===== config.mk =====
export PLATFORM = sky130hd
export DESIGN_NAME = dcache_controller
export DESIGN_NICKNAME = d
export VERILOG_FILES = /design/src/rtl/dcache_controller.sv
export SDC_FILE = /design/constraint.sdc
export NUM_CORES = 1
export LEC_CHECK = 0
export BUFFER_PORTS_ARGS = -buffer_cell sky130_fd_sc_hd__buf_4
export CAP_MARGIN = 25
export CORE_ASPECT_RATIO = 0.8
export CORE_MARGIN = 2
export CORE_UTILIZATION = 25
export CTS_CLUSTER_SIZE = 20
export DETAILED_ROUTE_END_ITERATION = 12
export GPL_TIMING_DRIVEN = 1
export PLACE_DENSITY = 0.36
export SLEW_MARGIN = 20
export SYNTH_ARGS = -nofsm -noshare
export SYNTH_HDL_FRONTEND = slang
export SYNTH_SLANG_ARGS = --single-unit

===== constraint.sdc =====
create_clock -name clock -period 4.95 [get_ports clock]
set_input_delay 1.485 -clock clock [delete_from_list [all_inputs] [get_ports clock]]
set_output_delay 1.485 -clock clock [all_outputs]
set_load 0.05 [all_outputs]

===== src/rtl/dcache_controller.sv =====
// Direct-mapped write-back data cache controller.
// Owns the tag/valid/dirty/data arrays. It resolves CPU hits combinationally.
// On a miss it writes back a dirty victim, fetches the new block and installs it.
module dcache_controller #(
    parameter int TAG_W    = 3,
    parameter int INDEX_W  = 3,
    parameter int OFFSET_W = 2
) (
    input  logic                              clock,
    input  logic                              reset,
    input  logic                              read,
    input  logic                              write,
    input  logic [TAG_W+INDEX_W+OFFSET_W-1:0] address,
    input  logic [7:0]                        writedata,
    output logic [7:0]                        readdata,
    output logic                              busywait,
    output logic                              mem_read,
    output logic                              mem_write,
    output logic [TAG_W+INDEX_W-1:0]          mem_address,
    output logic [(8<<OFFSET_W)-1:0]          mem_writedata,
    input  logic [(8<<OFFSET_W)-1:0]          mem_readdata,
    input  logic                              mem_busywait
);

    localparam int LINES   = 1 << INDEX_W;
    localparam int BLOCK_W = 8 << OFFSET_W;
    localparam int ADDR_W  = TAG_W + INDEX_W + OFFSET_W;

    typedef enum logic [1:0] {
        IDLE,
        WRITEBACK,
        FETCH,
        UPDATE
    } state_t;

    state_t state, state_next;

    // Per-line storage; valid/dirty are flat vectors so reset can clear them in one step.
    logic [TAG_W-1:0]   tag_arr  [LINES];
    logic [BLOCK_W-1:0] data_arr [LINES];
    logic [LINES-1:0]   valid_arr;
    logic [LINES-1:0]   dirty_arr;

    logic [BLOCK_W-1:0] fill_q;       // block captured when the fetch completes
    logic [7:0]         readdata_q;   // last byte returned on a read hit

    logic [TAG_W-1:0]    addr_tag;
    logic [INDEX_W-1:0]  idx;
    logic [OFFSET_W-1:0] off;
    logic                hit;
    logic                write_hit;
    logic [7:0]          sel_byte;

    assign addr_tag  = address[ADDR_W-1 -: TAG_W];
    assign idx       = address[OFFSET_W +: INDEX_W];
    assign off       = address[OFFSET_W-1:0];
    assign hit       = valid_arr[idx] && (tag_arr[idx] == addr_tag);
    assign sel_byte  = data_arr[idx][{off, 3'b000} +: 8];
    // A store only lands while the FSM is idle; a miss first refills, then retries as a hit.
    assign write_hit = (state == IDLE) && write && hit;

    // CPU-side outputs: stall until the access hits in IDLE; the read byte holds between hits.
    always_comb begin
        busywait = (read || write) && ((state != IDLE) || !hit);
        readdata = (read && hit) ? sel_byte : readdata_q;
    end

    // The victim address comes from the stored tag; the fetch address comes from the CPU tag.
    always_comb begin
        mem_address   = (state == WRITEBACK) ? {tag_arr[idx], idx} : {addr_tag, idx};
        mem_writedata = data_arr[idx];
    end

    // Next-state logic for the miss-handling sequence.
    always_comb begin
        // NOTE: assigning a default before the case keeps every path covered, so no latch is inferred.
        state_next = state;
        case (state)
            IDLE: begin
                if ((read || write) && !hit)
                    state_next = (valid_arr[idx] && dirty_arr[idx]) ? WRITEBACK : FETCH;
            end
            WRITEBACK: if (!mem_busywait) state_next = FETCH;
            FETCH:     if (!mem_busywait) state_next = UPDATE;
            UPDATE:    state_next = IDLE;
            default:   state_next = IDLE;
        endcase
    end

    // State register and registered memory request strobes, derived from the upcoming state.
    always_ff @(posedge clock) begin
        // NOTE: non-blocking assignments let every flop sample pre-edge values, which mirrors the hardware.
        if (reset) begin
            state     <= IDLE;
            mem_read  <= 1'b0;
            mem_write <= 1'b0;
        end else begin
            state     <= state_next;
            mem_read  <= (state_next == FETCH);
            mem_write <= (state_next == WRITEBACK);
        end
    end

    // Valid/dirty flags: cleared by reset, set on install, and the dirty flag is set by a store hit.
    always_ff @(posedge clock) begin
        if (reset) begin
            valid_arr <= '0;
            dirty_arr <= '0;
        end else if (state == UPDATE) begin
            valid_arr[idx] <= 1'b1;
            dirty_arr[idx] <= 1'b0;
        end else if (write_hit) begin
            dirty_arr[idx] <= 1'b1;
        end
    end

    // Tag/data storage and the fill buffer; the line install and the byte store never coincide.
    always_ff @(posedge clock) begin
        // NOTE: tag/data/fill are not reset; a cleared valid bit makes their contents irrelevant.
        if (state == FETCH && !mem_busywait)
            fill_q <= mem_readdata;
        if (state == UPDATE) begin
            data_arr[idx] <= fill_q;
            tag_arr[idx]  <= addr_tag;
        end else if (write_hit) begin
            data_arr[idx][{off, 3'b000} +: 8] <= writedata;
        end
    end

    // Hold the most recent read-hit byte so that readdata stays stable between accesses.
    always_ff @(posedge clock) begin
        if (reset)
            readdata_q <= '0;
        else if (read && hit)
            readdata_q <= sel_byte;
    end

endmodule

==> results of run 1 <==
-- report_power, final --
group | switching (W) | internal [W]
combinational | 0.000534 | 0.000337
clock | 0.00121 | 0.00168
sequential | 0.0000150 | 0.00320
total | 0.00176 | 0.00522
-- per-layer routing --
layer / share of wire [%] / wire, um / global-route usage [%] / vias up
met5: 0 / 0 / 0 / -
met4: 1.5 / 759 / 3.590 / 0
met3: 6.1 / 3160 / 4.206 / 54
met2: 44 / 22880 / 26.77 / 252
met1: 48 / 24770 / 25.08 / 4779
li1: - / - / - / 4264
-- cells by family after synthesis --
logic type | synth area share (%)
mux | 11.52
flops | 69.54
compound gates | 7.764
simple gates | 7.352
buf+inv | 3.382
fa+ha+maj | 0.4381
-- placed cells by master (no fill, tap or decap), types with 21 or more instances in the layout --
cell,n
dfxtp_1,28
inv_1,40
nor2_1,44
nand2_1,68
clkbuf_16,41
buf_6,21
edfxtp_1,312
buf_4,283
a21oi_1,44
mux4_2,37
mux2i_1,64
-- flip-flops by register name, indices dropped and copies added (netlist names), named ones only --
signal	cells
tag_arr	24
data_arr	256
fill_q	32
mem_write	1
valid_arr	8
mem_read	1
state	2
readdata_q	8
-- area by class of cell --
cell class | count | area [sq um]
Fill cell | 5603 | 36920
Tap cell | 760 | 950.9
Sequential cell | 340 | 9930
Timing Repair Buffer | 326 | 2814
Clock buffer | 50 | 1060
Inverter | 43 | 165.2
Multi-Input combinational cell | 500 | 4559
Clock inverter | 22 | 205.2
-- through the flow --
stage	cell area [sq um]	hold WS, ns	total power [W]	utilization [%]
global route	19680	0.5060	0.007233	34.77
floorplan	14620	0.4396	0.003685	-
finish	19680	0.4680	0.006978	34.77
CTS	19510	0.4740	0.007072	34.47
detailed placement	17570	0.4589	0.004072	31.05
global placement	17570	0.4510	0.004069	31.05
-- what timing repair did --
item                                    4_1_cts  5_1_grt
resized for setup                           110       25
gates cloned                                  4        0
hold endpoints to repair                      0        0
hold buffers                                  0        0
endpoints found under the setup margin       10        9
pin swaps                                    33       18
setup buffers                                16        6
-- worst reg2reg max path: cells and delay by family, from the launching register on --
kind            cells  cell delay (ns)
buf+inv             4             0.85
flops               1             0.38
compound gates      3             0.99
mux                 1             0.18
simple gates        2             0.68
-- worst max-delay path by stage --
stage                             end
final                     readdata[3]
after detailed placement  readdata[1]
after floorplan           readdata[4]
after global placement    readdata[1]
after global routing      readdata[3]
after CTS                 readdata[3]
==> impl_results.md, run 1 <==
* Outcome: finished, violations left
* Violated checks: setup timing
* Number of synthesized register bits at 340
* Worst Path Required at 3.46 ns
* Layout overhead on the synthesized area at 37.86%
* Avg WL per Cell at 25.27 um
* Cell Area, Synth at 0.01428 sq mm
* Data arrival time of the worst path at 3.56 ns
* Post-Route Setup TNS at -0.2151 ns
* Share of the synthesized area in the top cell type at 65.62%
* H-Tree Level Count at 2
* Number of distinct library cells after synthesis at 55
* Die ar. at 0.05905 sq mm
* Clock period minus final worst setup slack at 5.048 ns
* Via count of the first global-routing pass at 9634
* Logic depth of the worst register-to-register path at 10
* Start point of the worst min-delay path: valid_arr[4]
* Count of boundary I/O pins at 102
* Post-Place Setup Slack at -0.4040 ns
* Setup repair after global routing missed its margin: true
* Net count reported at finish at between 1000 and 1500
* HP Class: flop to flop
* Total power per unit cell area at 354.5 mW/mm^2
* CP startpoint kind: input pin
* Count of warnings emitted by yosys at 0
* Number of flops mapped to enable cells by yosys at 312
* Worst setup margin at -0.09821 ns
* Y dimension of the die at 217.8 um
* Cells along the critical path: buf_16 -> mux2_4 -> a221o_1 -> a22o_4 -> mux4_2 -> nor3_2 -> buf_4 -> nor2_4 -> buf_6
* Number of instances in the synthesized netlist at roughly 930
* Worst-case headroom to the max-slew limit at 38.53%
* Top cells by area, synth: edfxtp_1, mux4_2, mux2i_1
* Share of the yosys chip area belonging to registers at 69.54%
* Most numerous cell types in the synthesized netlist: edfxtp_1, nand2_1, mux2i_1
* Slowest-stage cell, CP: mux4_2
* Global routing usage summed across all routing layers at 17.46%
* Highest cell delay on the worst timing path at 0.54 ns
* Kind of cell with the highest combined delay on the critical path: multiplexers
* DRC errors left at 0
* Worst clock skew at 0.02386 ns
* IR drop worst, VDD at 188.3 uV
* Capture instance of the worst register-to-register path: data_arr[6][22]
* Antenna diode count at 0
* Post-route ant nets at 0
* Setup slack of the most critical reg-to-reg path at 1.59 ns
* Num Clock Sinks at 340
* Clock root cell: clkbuf_16
* Startpoint of the most critical setup path: address[4]
* Number of pins exceeding their max-slew limit in the final report at 0
* Num rows at 78
* HPWL reported at the end of detailed placement at 36.22 mm
* Port-buffer cells at 101
* Post-Synthesis Mean Instance Area at 15.30 sq um
* Part of the cycle the worst path needs at 102.0%
* Final WL at 51.57 mm
* Reg clk slew, reported paths at 0.05 ns
* Number of DRC markers after the initial detailed-route iteration at 582
* Worst skew pair latency at around 0.57 ns
* Final count of negative-setup-slack endpoints at 5
* Max-cap violations at 0
* Count of cells along the worst hold path at 2
* Number of placed cells counting well taps at 1945
* Via count at 9349
* Antenna violations before repair at 0
* Number of non-filler instances in the completed layout at 2041
* Slew at the pin closest to its max-slew limit at 0.8964 ns
* Overall die width at 271.2 um
* Top flip-flop cell by instance count after synthesis: edfxtp_1
* Detail-routed via count per cell at 4.581
* Highest Clock Rate at 198.1 MHz
* Share of synthesized flip-flops with an asynchronous set or reset at 0%
* Pin count of the biggest net entering global routing at 41
* Buffers plus inverters on the worst setup path at 3
* Leakage power summed over all cells at 7.302 nW
* Stages on the worst setup path at 9
* Number of buffers created by CTS at 40
* Clock tree from TritonCTS: built
* Grt total ovfl at 0
* Synthesized netlist net count at 991
* Clock Tree Buf Depth at 3
* Library cell with the highest instance count after synthesis: edfxtp_1
* Library cell occupying the most area in the post-synthesis netlist: edfxtp_1
* Hold path endpoint: valid_arr[4]
* Layout cells sized above 1 at 42.62%
* Final Hold Vio Count at 0
* Crit path capture type: output pin
* Class of the most critical setup path: input pin to output pin
* Initial Utilization at roughly a quarter
* Largest fanout of any net on the critical path at 6
* Final weighted congestion of routability-driven global placement at 0.8076
* Detailed-routing iteration count for the pre-antenna-repair pass at 5
* Wire length of the first global-routing pass at 72.51 mm
* Reg-to-reg startpoint: tag_arr[7][2]
* Placeable core region at 0.05660 sq mm
No activity file was read; power rests on OpenSTA's default activity.
==> inputs of run 2 (changes only) <==
GPL_TIMING_DRIVEN = 0   (was 1)
HOLD_SLACK_MARGIN = 0.08   (was default)
==> impl_results.md, run 2 (same netlist as run 1, synthesis figures left out) <==
* Worst hold slack after final layout at 0.4748 ns (was 0.4680 ns)
* Clock tree from TritonCTS: built (unchanged)
* Total power per unit cell area at 368.1 mW/mm^2 (was 354.5 mW/mm^2)
* Slew at the pin closest to its max-slew limit at 0.8788 ns (was 0.8964 ns)
* Post-route ant nets at 0 (unchanged)
* Highest cell delay on the worst timing path at 0.56 ns (was 0.54 ns)
* Worst setup margin at -0.3140 ns (was -0.09821 ns)
* Worst-case headroom to the max-slew limit at 41.41% (was 38.53%)
* Layout cells sized above 1 at 39.44% (was 42.62%)
* Placeable core region at 0.05660 sq mm (unchanged)
* Part of the cycle the worst path needs at 106.3% (was 102.0%)
* Detailed-routing iteration count for the pre-antenna-repair pass at 4 (was 5)
* Largest register FFs at 256 (unchanged)
* Grt total ovfl at 0 (unchanged)
* HP Class: flop to flop (unchanged)
* Num Clock Sinks at 340 (unchanged)
* Avg WL per Cell at 27.85 um (was 25.27 um)
* Clock Tree Buf Depth at 3 (unchanged)
* H-Tree Level Count at 2 (unchanged)
* Most frequent CP cell: buf_12
* Worst skew pair latency at 0.56 ns (was 0.57 ns)
* Y dimension of the die at 217.8 um (unchanged)
* Via count of the first global-routing pass at 9154 (was 9634)
* Final Hold Vio Count at 0 (unchanged)
* Hold Buf Count CTS at 0 (unchanged)
* Die ar. at 0.05905 sq mm (unchanged)
* Worst Path Required at 3.46 ns (about the same)
* Antenna diode count at 0 (unchanged)
* Layout overhead on the synthesized area at 34.01% (was 37.86%)
* Overall die width at 271.2 um (unchanged)
* Register bank with the most flops: data_arr (unchanged)
* Net count reported at finish at 1203 (was 1309)
* Slowest-stage cell, CP: mux4_2 (unchanged)
* Final WL at 53.87 mm (was 51.57 mm)
* Commonest cells after routing, fill and taps aside: edfxtp_1, buf_4, nand2_1 (unchanged)
* Reg clk slew, reported paths at 0.06 ns (was 0.05 ns)
* Initial Utilization at 25.23% (unchanged)
* IR drop worst, VDD at 187.0 uV (was 188.3 uV)
* Pin count of the biggest net entering global routing at 13 (was 41)
* Outcome: finished, violations left (unchanged)
* CP startpoint kind: input pin (unchanged)
* Final weighted congestion of routability-driven global placement at 0.8467 (was 0.8076)
* Class of the most critical setup path: input pin to output pin (unchanged)
* Leakage power summed over all cells at 6.825 nW (was 7.302 nW)
* Largest regs: data_arr x256, fill_q x32, tag_arr x24 (unchanged)
* Clock period minus final worst setup slack at 5.264 ns (was 5.048 ns)
* Violated checks: setup timing (unchanged)
* Cells along the critical path: buf_4 -> buf_12 -> buf_12 -> clkinvlp_4 -> buf_6 -> a221o_1 -> a22o_4 -> mux4_2 -> nor3_4 -> nor2_4 -> buf_8 (was buf_16 -> mux2_4 -> a221o_1 -> a22o_4 -> mux4_2 -> nor3_2 -> buf_4 -> nor2_4 -> buf_6)
* Worst clock skew at 0.01779 ns (was 0.02386 ns)
* Antenna violations before repair at 0 (unchanged)
* Clock root cell: clkbuf_16 (unchanged)
* Setup repair after global routing missed its margin: true (unchanged)
* Commonest non-fill, non-tap cell in the layout: edfxtp_1 (unchanged)
* Count of boundary I/O pins at 102 (unchanged)
* Global routing usage summed across all routing layers at 18.19% (was 17.46%)
* Number of DRC markers after the initial detailed-route iteration at 744 (was 582)
* Detail-routed via count per cell at 4.773 (was 4.581)
* DRC errors left at 0 (unchanged)
* Largest fanout of any net on the critical path at 10 (was 6)
* Data arrival time of the worst path at 3.78 ns (was 3.56 ns)
* Max-cap violations at 0 (unchanged)
* Final count of negative-setup-slack endpoints at 8 (was 5)
* HPWL reported at the end of detailed placement at 37.27 mm (was 36.22 mm)
* Fill cell total of the finished layout at 5553 (was 5603)
* Num rows at 78 (unchanged)
* Highest Clock Rate at 190.0 MHz (was 198.1 MHz)
* Via count at 9231 (was 9349)
* Number of pins exceeding their max-slew limit in the final report at 0 (unchanged)
* Number of buffers created by CTS at 39 (was 40)
* Final Util at 33.80% (was 34.77%)
* Wire length of the first global-routing pass at 73.64 mm (was 72.51 mm)
* Port-buffer cells at 99 (was 101)
* Crit path capture type: output pin (unchanged)
==> run 2: path summary, 6_finish.rpt <==
kind / cells past startpoint / slack, ns / to / startpoint
setup / recovery: 11 / -0.31 / readdata[3] / address[3]
hold / removal: 2 / 0.47 / valid_arr[6] / valid_arr[6]
setup reg to reg: 8 / 1.87 / data_arr[6][5] / tag_arr[5][2]
hold reg to reg: 2 / 0.47 / valid_arr[6] / valid_arr[6]
==> run 2: through the flow <==
stage	worst slack (ns)	TNS, ns	cell area (sq um)	cells	total power, W
final	-0.3140	-1.659	19130	1934	0.007044
after global routing	-0.3644	-2.154	19130	1934	0.007266
after CTS	-0.3167	-2.008	18580	1905	0.007073
after floorplan	0.005268	0	14620	933	0.003685
after global placement	-2.785	-385.94	16310	1792	0.004004
after detailed placement	-1.374	-16.57	16580	1807	0.004018
==> run 2: cell type report <==
type	count	area, sq um	share of cell area (%)
Timing Repair Buffer	173	1510	7.893
Tap cell	760	950.9	4.970
Buffer	49	618.1	3.230
Clock buffer	51	1064	5.558
Clock inverter	19	215.2	1.125
Sequential cell	340	9930	51.89
Multi-Input combinational cell	499	4674	24.43
Inverter	43	172.7	0.9024
==> run 2: routing by layer <==
layer | share of wire, % | track usage (%) | routed length, um
met1 | 49 | 27.01 | 26440
met2 | 42 | 26.21 | 22860
met3 | 6.1 | 4.162 | 3266
met4 | 2.3 | 5.238 | 1226
met5 | 0.13 | 0.9046 | 70
==> run 2: timing repair <==
item                                    CTS  global route
resized for setup                       115            67
buffers inserted                         28            29
gates cloned                              2             0
pin swaps                                23            24
endpoints found under the setup margin   37             9
==> run 2: worst max-delay path: cells and delay by family <==
kind | cells | cell delay (ns)
mux | 1 | 0.56
compound gates | 2 | 0.55
buf+inv | 6 | 0.81
simple gates | 2 | 0.34
==> run 2: where the power goes <==
group / internal (W) / total (W) / switching [W]
Combinational: 0.000309 / 0.000870 / 0.000561
Sequential: 0.00320 / 0.00321 / 0.0000106
Clock: 0.00177 / 0.00297 / 0.00119
Total: 0.00528 / 0.00704 / 0.00176
